$ cat config.mk
export PLATFORM = sky130hd
export DESIGN_NAME = ctrl_pipe_dec_flat
export DESIGN_NICKNAME = d
export VERILOG_FILES = /design/src/rtl/ctrl_pipe_dec_if.sv /design/src/rtl/ctrl_pipe_dec.sv /design/src/flat_wrapper.sv
export SDC_FILE = /design/constraint.sdc
export NUM_CORES = 1
export LEC_CHECK = 0
export CAP_MARGIN = 20
export CELL_PAD_IN_SITES_DETAIL_PLACEMENT = 2
export CELL_PAD_IN_SITES_GLOBAL_PLACEMENT = 2
export CORE_UTILIZATION = 23
export DETAILED_ROUTE_END_ITERATION = 7
export GPL_TIMING_DRIVEN = 0
export HOLD_SLACK_MARGIN = 0.02
export PLACE_DENSITY = 0.88
export SYNTH_ARGS = -nofsm -noshare
export SYNTH_HDL_FRONTEND = slang
export SYNTH_SLANG_ARGS = --single-unit
export TNS_END_PERCENT = 100
$ cat constraint.sdc
create_clock -name clk -period 2.1 [get_ports clk]
set_clock_uncertainty 0.1 [all_clocks]
set_input_delay 0.21 -clock clk [delete_from_list [all_inputs] [get_ports clk]]
set_output_delay 0.21 -clock clk [all_outputs]
set_load 0.005 [all_outputs]
$ cat src/rtl/ctrl_pipe_dec_if.sv
// Control-decoder bus: D-stage instruction in, stage stall/flush in, D/E/M/W control out.
// Latency: none (signal bundle only).
// Backpressure: stall/flush inputs come from the hazard unit; no local flow control.
interface ctrl_pipe_dec_if;
  logic [31:0] instrD;
  logic        validD;
  logic        stallD, stallE, stallM, stallW;
  logic        flushE, flushM, flushW;

  logic        branchD, jumpD, jrD, linkD, reservedD;

  logic        regwriteE, alusrcAE, alusrcBE, immZextE, memtoRegE, linkE, muldivStartE, validE;
  logic [1:0]  regdstE;

  logic        regwriteM, memtoRegM, memWriteM, memReadM, memUnsignedM, validM;
  logic [1:0]  memSizeM;
  logic [1:0]  hiloWeM;

  logic        regwriteW, memtoRegW, validW;
  logic [1:0]  hiloToRegW;

  // Driver side (datapath / hazard unit / bench)
  modport master (
    output instrD, validD, stallD, stallE, stallM, stallW, flushE, flushM, flushW,
    input  branchD, jumpD, jrD, linkD, reservedD,
    input  regwriteE, alusrcAE, alusrcBE, immZextE, memtoRegE, linkE, muldivStartE, validE, regdstE,
    input  regwriteM, memtoRegM, memWriteM, memReadM, memUnsignedM, validM, memSizeM, hiloWeM,
    input  regwriteW, memtoRegW, validW, hiloToRegW
  );

  // Decoder side
  modport slave (
    input  instrD, validD, stallD, stallE, stallM, stallW, flushE, flushM, flushW,
    output branchD, jumpD, jrD, linkD, reservedD,
    output regwriteE, alusrcAE, alusrcBE, immZextE, memtoRegE, linkE, muldivStartE, validE, regdstE,
    output regwriteM, memtoRegM, memWriteM, memReadM, memUnsignedM, validM, memSizeM, hiloWeM,
    output regwriteW, memtoRegW, validW, hiloToRegW
  );
endinterface

$ cat src/rtl/ctrl_pipe_dec.sv
// MIPS control decoder: decodes D-stage instruction and carries the control bundle through E/M/W.
// Latency: D outputs combinational; one cycle per stage D->E->M->W.
// Backpressure: per-stage stall holds, flush bubbles; a held upstream stage injects bubbles downstream.
module ctrl_pipe_dec #(
  parameter bit          SUPPORT_MULDIV = 1'b1,
  parameter bit          SUPPORT_LINK   = 1'b1,
  // Layout (msb..lsb): regwrite, alusrc_a, alusrc_b, imm_zext, memtoreg, link, muldiv,
  // regdst[1:0], mem_write, mem_read, mem_unsigned, mem_size[1:0], hilo_we[1:0], hilo_to_reg[1:0]
  parameter logic [17:0] RESET_BUNDLE   = '0
) (
  input logic             clk,
  input logic             rst,
  ctrl_pipe_dec_if.slave  bus
);

  typedef struct packed {
    logic       regwrite;
    logic       alusrc_a;
    logic       alusrc_b;
    logic       imm_zext;
    logic       memtoreg;
    logic       link;
    logic       muldiv;
    logic [1:0] regdst;
    logic       mem_write;
    logic       mem_read;
    logic       mem_unsigned;
    logic [1:0] mem_size;
    logic [1:0] hilo_we;
    logic [1:0] hilo_to_reg;
  } bundle_t;

  // Only the fields still needed downstream travel past E
  typedef struct packed {
    logic       regwrite;
    logic       memtoreg;
    logic       mem_write;
    logic       mem_read;
    logic       mem_unsigned;
    logic [1:0] mem_size;
    logic [1:0] hilo_we;
    logic [1:0] hilo_to_reg;
  } mbundle_t;

  typedef struct packed {
    logic       regwrite;
    logic       memtoreg;
    logic [1:0] hilo_to_reg;
  } wbundle_t;

  localparam bundle_t  RST_E = bundle_t'(RESET_BUNDLE);
  localparam mbundle_t RST_M = {RST_E.regwrite, RST_E.memtoreg, RST_E.mem_write, RST_E.mem_read,
                                RST_E.mem_unsigned, RST_E.mem_size, RST_E.hilo_we, RST_E.hilo_to_reg};
  localparam wbundle_t RST_W = {RST_E.regwrite, RST_E.memtoreg, RST_E.hilo_to_reg};

  logic [5:0] op, funct;
  logic [4:0] rt;
  assign op    = bus.instrD[31:26];
  assign funct = bus.instrD[5:0];
  assign rt    = bus.instrD[20:16];

  // rs/rd/shamt/immediate fields are datapath-only
  logic unused_instr_bits;
  assign unused_instr_bits = ^{bus.instrD[25:21], bus.instrD[15:6]};

  bundle_t  dec;
  logic     branch_d, jump_d, jr_d, link_d, rsv_d;

  bundle_t  e_q;
  mbundle_t m_q;
  wbundle_t w_q;
  logic     vld_e, vld_m, vld_w;
  logic     issued_e;
  logic     muldiv_start;

  mbundle_t e_fwd;
  wbundle_t m_fwd;
  assign e_fwd = {e_q.regwrite, e_q.memtoreg, e_q.mem_write, e_q.mem_read, e_q.mem_unsigned,
                  e_q.mem_size, e_q.hilo_we, e_q.hilo_to_reg};
  assign m_fwd = {m_q.regwrite, m_q.memtoreg, m_q.hilo_to_reg};

  // D-stage decode; unknown encodings and invalid slots collapse to an all-zero bundle
  always_comb begin
    dec      = '0;
    branch_d = 1'b0;
    jump_d   = 1'b0;
    jr_d     = 1'b0;
    link_d   = 1'b0;
    rsv_d    = 1'b0;
    case (op)
      6'h00: begin
        case (funct)
          6'h00, 6'h02, 6'h03: begin
            dec.regwrite = 1'b1; dec.regdst = 2'd1; dec.alusrc_a = 1'b1;
          end
          6'h04, 6'h06, 6'h07, 6'h20, 6'h21, 6'h22, 6'h23,
          6'h24, 6'h25, 6'h26, 6'h27, 6'h2a, 6'h2b: begin
            dec.regwrite = 1'b1; dec.regdst = 2'd1;
          end
          6'h08: jr_d = 1'b1;
          6'h09: begin
            if (SUPPORT_LINK) begin
              jr_d = 1'b1; link_d = 1'b1;
              dec.regwrite = 1'b1; dec.link = 1'b1; dec.regdst = 2'd1;
            end else rsv_d = 1'b1;
          end
          6'h10: begin
            if (SUPPORT_MULDIV) begin
              dec.regwrite = 1'b1; dec.regdst = 2'd1; dec.hilo_to_reg = 2'b10;
            end else rsv_d = 1'b1;
          end
          6'h12: begin
            if (SUPPORT_MULDIV) begin
              dec.regwrite = 1'b1; dec.regdst = 2'd1; dec.hilo_to_reg = 2'b01;
            end else rsv_d = 1'b1;
          end
          6'h11: begin
            if (SUPPORT_MULDIV) dec.hilo_we = 2'b10;
            else rsv_d = 1'b1;
          end
          6'h13: begin
            if (SUPPORT_MULDIV) dec.hilo_we = 2'b01;
            else rsv_d = 1'b1;
          end
          6'h18, 6'h19, 6'h1a, 6'h1b: begin
            if (SUPPORT_MULDIV) begin
              dec.muldiv = 1'b1; dec.hilo_we = 2'b11;
            end else rsv_d = 1'b1;
          end
          default: rsv_d = 1'b1;
        endcase
      end
      6'h01: begin
        case (rt)
          5'h00, 5'h01: branch_d = 1'b1;
          5'h10, 5'h11: begin
            if (SUPPORT_LINK) begin
              branch_d = 1'b1; link_d = 1'b1;
              dec.regwrite = 1'b1; dec.link = 1'b1; dec.regdst = 2'd2;
            end else rsv_d = 1'b1;
          end
          default: rsv_d = 1'b1;
        endcase
      end
      6'h02: jump_d = 1'b1;
      6'h03: begin
        if (SUPPORT_LINK) begin
          jump_d = 1'b1; link_d = 1'b1;
          dec.regwrite = 1'b1; dec.link = 1'b1; dec.regdst = 2'd2;
        end else rsv_d = 1'b1;
      end
      6'h04, 6'h05, 6'h06, 6'h07: branch_d = 1'b1;
      6'h08, 6'h09, 6'h0a, 6'h0b, 6'h0f: begin
        dec.regwrite = 1'b1; dec.alusrc_b = 1'b1;
      end
      6'h0c, 6'h0d, 6'h0e: begin
        dec.regwrite = 1'b1; dec.alusrc_b = 1'b1; dec.imm_zext = 1'b1;
      end
      6'h20, 6'h21, 6'h23, 6'h24, 6'h25: begin
        dec.regwrite     = 1'b1;
        dec.alusrc_b     = 1'b1;
        dec.memtoreg     = 1'b1;
        dec.mem_read     = 1'b1;
        dec.mem_unsigned = op[2];
        dec.mem_size     = (op == 6'h23) ? 2'd2 : {1'b0, op[0]};
      end
      6'h28, 6'h29, 6'h2b: begin
        dec.alusrc_b  = 1'b1;
        dec.mem_write = 1'b1;
        dec.mem_size  = (op == 6'h2b) ? 2'd2 : {1'b0, op[0]};
      end
      default: rsv_d = 1'b1;
    endcase
    if (!bus.validD || rsv_d) begin
      dec      = '0;
      branch_d = 1'b0;
      jump_d   = 1'b0;
      jr_d     = 1'b0;
      link_d   = 1'b0;
      rsv_d    = rsv_d & bus.validD;
    end
  end

  // E register: reset/flush > hold > bubble while D holds > advance
  always_ff @(posedge clk) begin
    if (rst || bus.flushE) begin
      e_q   <= RST_E;
      vld_e <= 1'b0;
    end else if (bus.stallE) begin
      e_q   <= e_q;
      vld_e <= vld_e;
    end else if (bus.stallD) begin
      e_q   <= '0;
      vld_e <= 1'b0;
    end else begin
      e_q   <= dec;
      vld_e <= bus.validD;
    end
  end

  // Remember that this E occupant already fired its mult/div start while E is held
  always_ff @(posedge clk) begin
    if (rst || bus.flushE)  issued_e <= 1'b0;
    else if (bus.stallE)    issued_e <= issued_e | muldiv_start;
    else                    issued_e <= 1'b0;
  end

  assign muldiv_start = e_q.muldiv & ~issued_e;

  // M register: same priority, upstream is E
  always_ff @(posedge clk) begin
    if (rst || bus.flushM) begin
      m_q   <= RST_M;
      vld_m <= 1'b0;
    end else if (bus.stallM) begin
      m_q   <= m_q;
      vld_m <= vld_m;
    end else if (bus.stallE) begin
      m_q   <= '0;
      vld_m <= 1'b0;
    end else begin
      m_q   <= e_fwd;
      vld_m <= vld_e;
    end
  end

  // W register: same priority, upstream is M
  always_ff @(posedge clk) begin
    if (rst || bus.flushW) begin
      w_q   <= RST_W;
      vld_w <= 1'b0;
    end else if (bus.stallW) begin
      w_q   <= w_q;
      vld_w <= vld_w;
    end else if (bus.stallM) begin
      w_q   <= '0;
      vld_w <= 1'b0;
    end else begin
      w_q   <= m_fwd;
      vld_w <= vld_m;
    end
  end

  assign bus.branchD      = branch_d;
  assign bus.jumpD        = jump_d;
  assign bus.jrD          = jr_d;
  assign bus.linkD        = link_d;
  assign bus.reservedD    = rsv_d;

  assign bus.regwriteE    = e_q.regwrite;
  assign bus.alusrcAE     = e_q.alusrc_a;
  assign bus.alusrcBE     = e_q.alusrc_b;
  assign bus.immZextE     = e_q.imm_zext;
  assign bus.memtoRegE    = e_q.memtoreg;
  assign bus.linkE        = e_q.link;
  assign bus.muldivStartE = muldiv_start;
  assign bus.validE       = vld_e;
  assign bus.regdstE      = e_q.regdst;

  assign bus.regwriteM    = m_q.regwrite;
  assign bus.memtoRegM    = m_q.memtoreg;
  assign bus.memWriteM    = m_q.mem_write;
  assign bus.memReadM     = m_q.mem_read;
  assign bus.memUnsignedM = m_q.mem_unsigned;
  assign bus.validM       = vld_m;
  assign bus.memSizeM     = m_q.mem_size;
  assign bus.hiloWeM      = m_q.hilo_we;

  assign bus.regwriteW    = w_q.regwrite;
  assign bus.memtoRegW    = w_q.memtoreg;
  assign bus.validW       = vld_w;
  assign bus.hiloToRegW   = w_q.hilo_to_reg;

endmodule

$ cat src/flat_wrapper.sv
// flat-port wrapper written by rule: the top's interface ports become plain ports
module ctrl_pipe_dec_flat 
#(
  parameter bit          SUPPORT_MULDIV = 1'b1,
  parameter bit          SUPPORT_LINK   = 1'b1,
                                                                                       
                                                                                                  
  parameter logic [17:0] RESET_BUNDLE   = '0
)
  (clk, rst, bus_instrD, bus_validD, bus_stallD, bus_stallE, bus_stallM, bus_stallW, bus_flushE, bus_flushM, bus_flushW, bus_branchD, bus_jumpD, bus_jrD, bus_linkD, bus_reservedD, bus_regwriteE, bus_alusrcAE, bus_alusrcBE, bus_immZextE, bus_memtoRegE, bus_linkE, bus_muldivStartE, bus_validE, bus_regdstE, bus_regwriteM, bus_memtoRegM, bus_memWriteM, bus_memReadM, bus_memUnsignedM, bus_validM, bus_memSizeM, bus_hiloWeM, bus_regwriteW, bus_memtoRegW, bus_validW, bus_hiloToRegW);
  ctrl_pipe_dec_if bus_i ();
  input logic clk;
  input logic rst;
  input wire logic [$bits(bus_i.instrD)-1:0] bus_instrD;
  input wire logic [$bits(bus_i.validD)-1:0] bus_validD;
  input wire logic [$bits(bus_i.stallD)-1:0] bus_stallD;
  input wire logic [$bits(bus_i.stallE)-1:0] bus_stallE;
  input wire logic [$bits(bus_i.stallM)-1:0] bus_stallM;
  input wire logic [$bits(bus_i.stallW)-1:0] bus_stallW;
  input wire logic [$bits(bus_i.flushE)-1:0] bus_flushE;
  input wire logic [$bits(bus_i.flushM)-1:0] bus_flushM;
  input wire logic [$bits(bus_i.flushW)-1:0] bus_flushW;
  output wire logic [$bits(bus_i.branchD)-1:0] bus_branchD;
  output wire logic [$bits(bus_i.jumpD)-1:0] bus_jumpD;
  output wire logic [$bits(bus_i.jrD)-1:0] bus_jrD;
  output wire logic [$bits(bus_i.linkD)-1:0] bus_linkD;
  output wire logic [$bits(bus_i.reservedD)-1:0] bus_reservedD;
  output wire logic [$bits(bus_i.regwriteE)-1:0] bus_regwriteE;
  output wire logic [$bits(bus_i.alusrcAE)-1:0] bus_alusrcAE;
  output wire logic [$bits(bus_i.alusrcBE)-1:0] bus_alusrcBE;
  output wire logic [$bits(bus_i.immZextE)-1:0] bus_immZextE;
  output wire logic [$bits(bus_i.memtoRegE)-1:0] bus_memtoRegE;
  output wire logic [$bits(bus_i.linkE)-1:0] bus_linkE;
  output wire logic [$bits(bus_i.muldivStartE)-1:0] bus_muldivStartE;
  output wire logic [$bits(bus_i.validE)-1:0] bus_validE;
  output wire logic [$bits(bus_i.regdstE)-1:0] bus_regdstE;
  output wire logic [$bits(bus_i.regwriteM)-1:0] bus_regwriteM;
  output wire logic [$bits(bus_i.memtoRegM)-1:0] bus_memtoRegM;
  output wire logic [$bits(bus_i.memWriteM)-1:0] bus_memWriteM;
  output wire logic [$bits(bus_i.memReadM)-1:0] bus_memReadM;
  output wire logic [$bits(bus_i.memUnsignedM)-1:0] bus_memUnsignedM;
  output wire logic [$bits(bus_i.validM)-1:0] bus_validM;
  output wire logic [$bits(bus_i.memSizeM)-1:0] bus_memSizeM;
  output wire logic [$bits(bus_i.hiloWeM)-1:0] bus_hiloWeM;
  output wire logic [$bits(bus_i.regwriteW)-1:0] bus_regwriteW;
  output wire logic [$bits(bus_i.memtoRegW)-1:0] bus_memtoRegW;
  output wire logic [$bits(bus_i.validW)-1:0] bus_validW;
  output wire logic [$bits(bus_i.hiloToRegW)-1:0] bus_hiloToRegW;
  assign bus_i.instrD = bus_instrD;
  assign bus_i.validD = bus_validD;
  assign bus_i.stallD = bus_stallD;
  assign bus_i.stallE = bus_stallE;
  assign bus_i.stallM = bus_stallM;
  assign bus_i.stallW = bus_stallW;
  assign bus_i.flushE = bus_flushE;
  assign bus_i.flushM = bus_flushM;
  assign bus_i.flushW = bus_flushW;
  assign bus_branchD = bus_i.branchD;
  assign bus_jumpD = bus_i.jumpD;
  assign bus_jrD = bus_i.jrD;
  assign bus_linkD = bus_i.linkD;
  assign bus_reservedD = bus_i.reservedD;
  assign bus_regwriteE = bus_i.regwriteE;
  assign bus_alusrcAE = bus_i.alusrcAE;
  assign bus_alusrcBE = bus_i.alusrcBE;
  assign bus_immZextE = bus_i.immZextE;
  assign bus_memtoRegE = bus_i.memtoRegE;
  assign bus_linkE = bus_i.linkE;
  assign bus_muldivStartE = bus_i.muldivStartE;
  assign bus_validE = bus_i.validE;
  assign bus_regdstE = bus_i.regdstE;
  assign bus_regwriteM = bus_i.regwriteM;
  assign bus_memtoRegM = bus_i.memtoRegM;
  assign bus_memWriteM = bus_i.memWriteM;
  assign bus_memReadM = bus_i.memReadM;
  assign bus_memUnsignedM = bus_i.memUnsignedM;
  assign bus_validM = bus_i.validM;
  assign bus_memSizeM = bus_i.memSizeM;
  assign bus_hiloWeM = bus_i.hiloWeM;
  assign bus_regwriteW = bus_i.regwriteW;
  assign bus_memtoRegW = bus_i.memtoRegW;
  assign bus_validW = bus_i.validW;
  assign bus_hiloToRegW = bus_i.hiloToRegW;
  ctrl_pipe_dec #(.SUPPORT_MULDIV(SUPPORT_MULDIV), .SUPPORT_LINK(SUPPORT_LINK), .RESET_BUNDLE(RESET_BUNDLE)) u_core (.clk(clk), .rst(rst), .bus(bus_i));
endmodule
==> results by group <==
Power and ir drop
  – Maximum VDD drop: 0.0002559 V
  – Leak pwr: 0.9300 nW
  – Power per cell area: 590.7 nW/um^2

GRT
  – Global Route Usage Sum: 0.1784
  – Largest net degree at the start of global routing: 12
  – First-pass GRT wire length: 9853 microns
  – Antenna violations before repair: 0
  – GRT Residual Overflow: 0
  – Vias in the first global route: 1865

Clocking
  – TritonCTS clock tree: done
  – Clock Sinks: 35
  – Cts-stage hold buffer count: 0
  – CTS Buf Count: 5
  – Root Buffer: clkbuf_8
  – Clock tree buffer depth: 2
  – Clk slew on worst S/H paths: 0.07 ns
  – H-tree levels: 2
  – Worst-Skew Late Latency: 0.30 ns

Place
  – Placed Area: 2182 sq um
  – IO Port Bufs: 49
  – Hpwl dp: a little over 4000 microns
  – Gpl congestion: 0.8115

STA
  – Slew @ Worst Pin: 0.7286 ns
  – RSZ-0062 raised after global routing: yes
  – Fin. max-slew vios: 0
  – Hold WS: 0.02824 ns
  – Tcrit/Tclk final: 0.9946
  – Slew HR: 0.5121
  – Hold Vio Cnt, Final: 0
  – Final Critical Period: 2.089 ns
  – Fmax: 478.8 MHz
  – Final setup fails: 0

Drt
  – Pre-Repair DR Iteration Count: 4
  – Drt first-iter violations: 71
  – Routed Antenna Nets: 0
  – WL final: about 6000 microns
  – # DRC: 0
  – DR vias/cell: 5.071
  – Routed WL per cell: 17.87 microns
  – DR vias: 1709

Setup path
  – Critical path data arrival time: 1.78 ns
  – CP Capture Type: primary output
  – CP Data Required Time: 1.79 ns
  – Critical Path Fanout Max: 3
  – Crit path from: bus_instrD[29]
  – Startpoint types: input port
  – Crit path kind: input port to primary output
  – FF-to-FF Start: u_core.bus.validE

Layout
  – Post-route cell area: 2549 sq um
  – Layout Utilization: 0.3902
  – Nets@finish: 301
  – ANT cells: 0
  – P&R area growth vs syn: 59.76%
  – Filler cell count: about 730
  – Layout cells sized above 1: 0.2423
  – Area of the multi-input gates: 912.1 sq um
  – Register area: 700.7 sq um

Synth
  – Post-synthesis cell type count: 44
  – Number of synthesized flops with an enable pin: 0
  – Post-synth ARST share: 0
  – Synth warnings: 0
  – Syn_area_per_cell: 8.623 sq um
  – Main synth FF type: dfxtp_1
  – Synth Register Bits: 35
  – Syn Nets: 227
  – Register area share after synthesis: 0.4392
  – Synth Cell Area: 1595 sq um
  – Mapped Cells: 185

Hold path
  – Hold Startpoint: bus_instrD[30]
  – Worst hold-check path type: input port to flip-flop

Floorplan
  – Die W: 85.28 microns
  – Top-Level Pins: 72
  – # rows: 29
  – Starting Density: 0.2443
  – Core area: 6531 sq um
  – Die area: 7273 sq um
  – DIE HEIGHT: 85.28 microns

Run
  – Max_cap viols: 0

Run status
  – Status: complete, no violations
## through the flow
stage               instances  setup slack, ns  power, mW   TNS, ns
CTS                       333          0.01915      1.492         0
detailed placement        311          -0.8113     0.8311    -7.494
floorplan                 185           0.3028     0.7510         0
global placement          311          -0.7855     0.8259    -6.624
finish                    337          0.01139      1.506         0
global route              337         -0.05599      1.555  -0.05599
## final cells by class
type,count,area share
Sequential cell,35,0.2749
Multi-Input combinational cell,129,0.3579
Timing Repair Buffer,67,0.2381
Clock buffer,6,0.03240
Tap cell,77,0.03780
Inverter,7,0.01031
Clock inverter,2,0.01375
Buffer,14,0.03486
## cell usage after synthesis, types with 2 or more instances
master / n / area [sq um]
nor3_1: 8 / 40.04
a21oi_1: 7 / 35.03
o41ai_1: 2 / 17.52
nand2_1: 20 / 75.07
clkbuf_1: 5 / 18.77
dfxtp_1: 35 / 700.7
nand3_1: 3 / 15.01
nor4_1: 2 / 12.51
or2_2: 2 / 12.51
o31ai_1: 5 / 37.54
inv_1: 7 / 26.28
a22oi_1: 16 / 120.1
a21boi_0: 2 / 15.01
nor2_1: 18 / 67.56
nand4_1: 2 / 12.51
buf_4: 4 / 30.03
clkbuf_2: 3 / 15.01
nand2b_1: 2 / 12.51
nor2b_1: 4 / 25.02
o21ai_0: 11 / 55.05
nor3b_1: 2 / 15.01
o2111ai_1: 2 / 17.52
or3_1: 2 / 12.51
## cell families (layout without fill, tap and decap cells)
family                 count (synthesis)  after routing  synth area share
and+or+nand+nor                       71             71            0.2337
AOI/OAI and AO/OA                     57             57            0.2541
DFF                                   35             35            0.4392
buffers and inverters                 21             96           0.06667
muxes                                  1              1          0.006275
## cell usage in the layout (no fill, tap or decap), types with 3 or more instances in the layout
cell type and n:
o31ai_1 5, clkbuf_1 5, clkbuf_8 6, a21oi_1 6, clkbuf_2 6, dfxtp_1 35, nor3_1 6, buf_2 4
buf_6 4, nand2_1 20, nor4_4 3, nor2b_1 4, o21ai_0 11, clkdlybuf4s50_1 34, nor2_1 17, buf_4 19
inv_1 6, dlygate4sd2_1 5, a22oi_1 16
## registers in the layout, indices dropped and copies added (netlist names), 2 cells and up
name and flops:
u_core.bus.hiloWeM 2, u_core.bus.memSizeM 2, u_core.bus.regdstE 2, u_core.e_fwd 8, u_core.bus.hiloToRegW 2, u_core.m_fwd 2
## timing repair
item                                    in CTS  in global routing
endpoints found under the setup margin       8                  8
buffers inserted                            14                  4
resized for setup                           51                 21
pin swaps                                   10                  6
## worst max-delay path, stage by stage
cell	delay (ns)
buf_8	0.09
or3_4	0.40
buf_4	0.16
buf_4	0.15
or3_4	0.38
o31a_1	0.13
nor2_1	0.12
buf_2	0.12
## per-layer routing
metal | part of all wire | track usage
met1 | 0.43 | 0.2005
met2 | 0.51 | 0.3226
met3 | 0.035 | 0.04086
met4 | 0.023 | 0.07727
met5 | 0 | 0
## final timing paths
path                            cells after the start  slack [ns]                   to
worst max-delay path                                8        0.01            bus_linkD
worst min-delay path                                2        0.03  u_core.bus.alusrcBE
worst max register to register                      2        1.23    u_core.bus.validE
worst min register to register                      1        0.36      u_core.issued_e
## report_power, final
part           internal (mW)  switching, mW
Clock                  0.385          0.269
Sequential             0.664       0.000688
Combinational         0.0799          0.107
Total                   1.13          0.377
(Power assumes the default switching activity.)
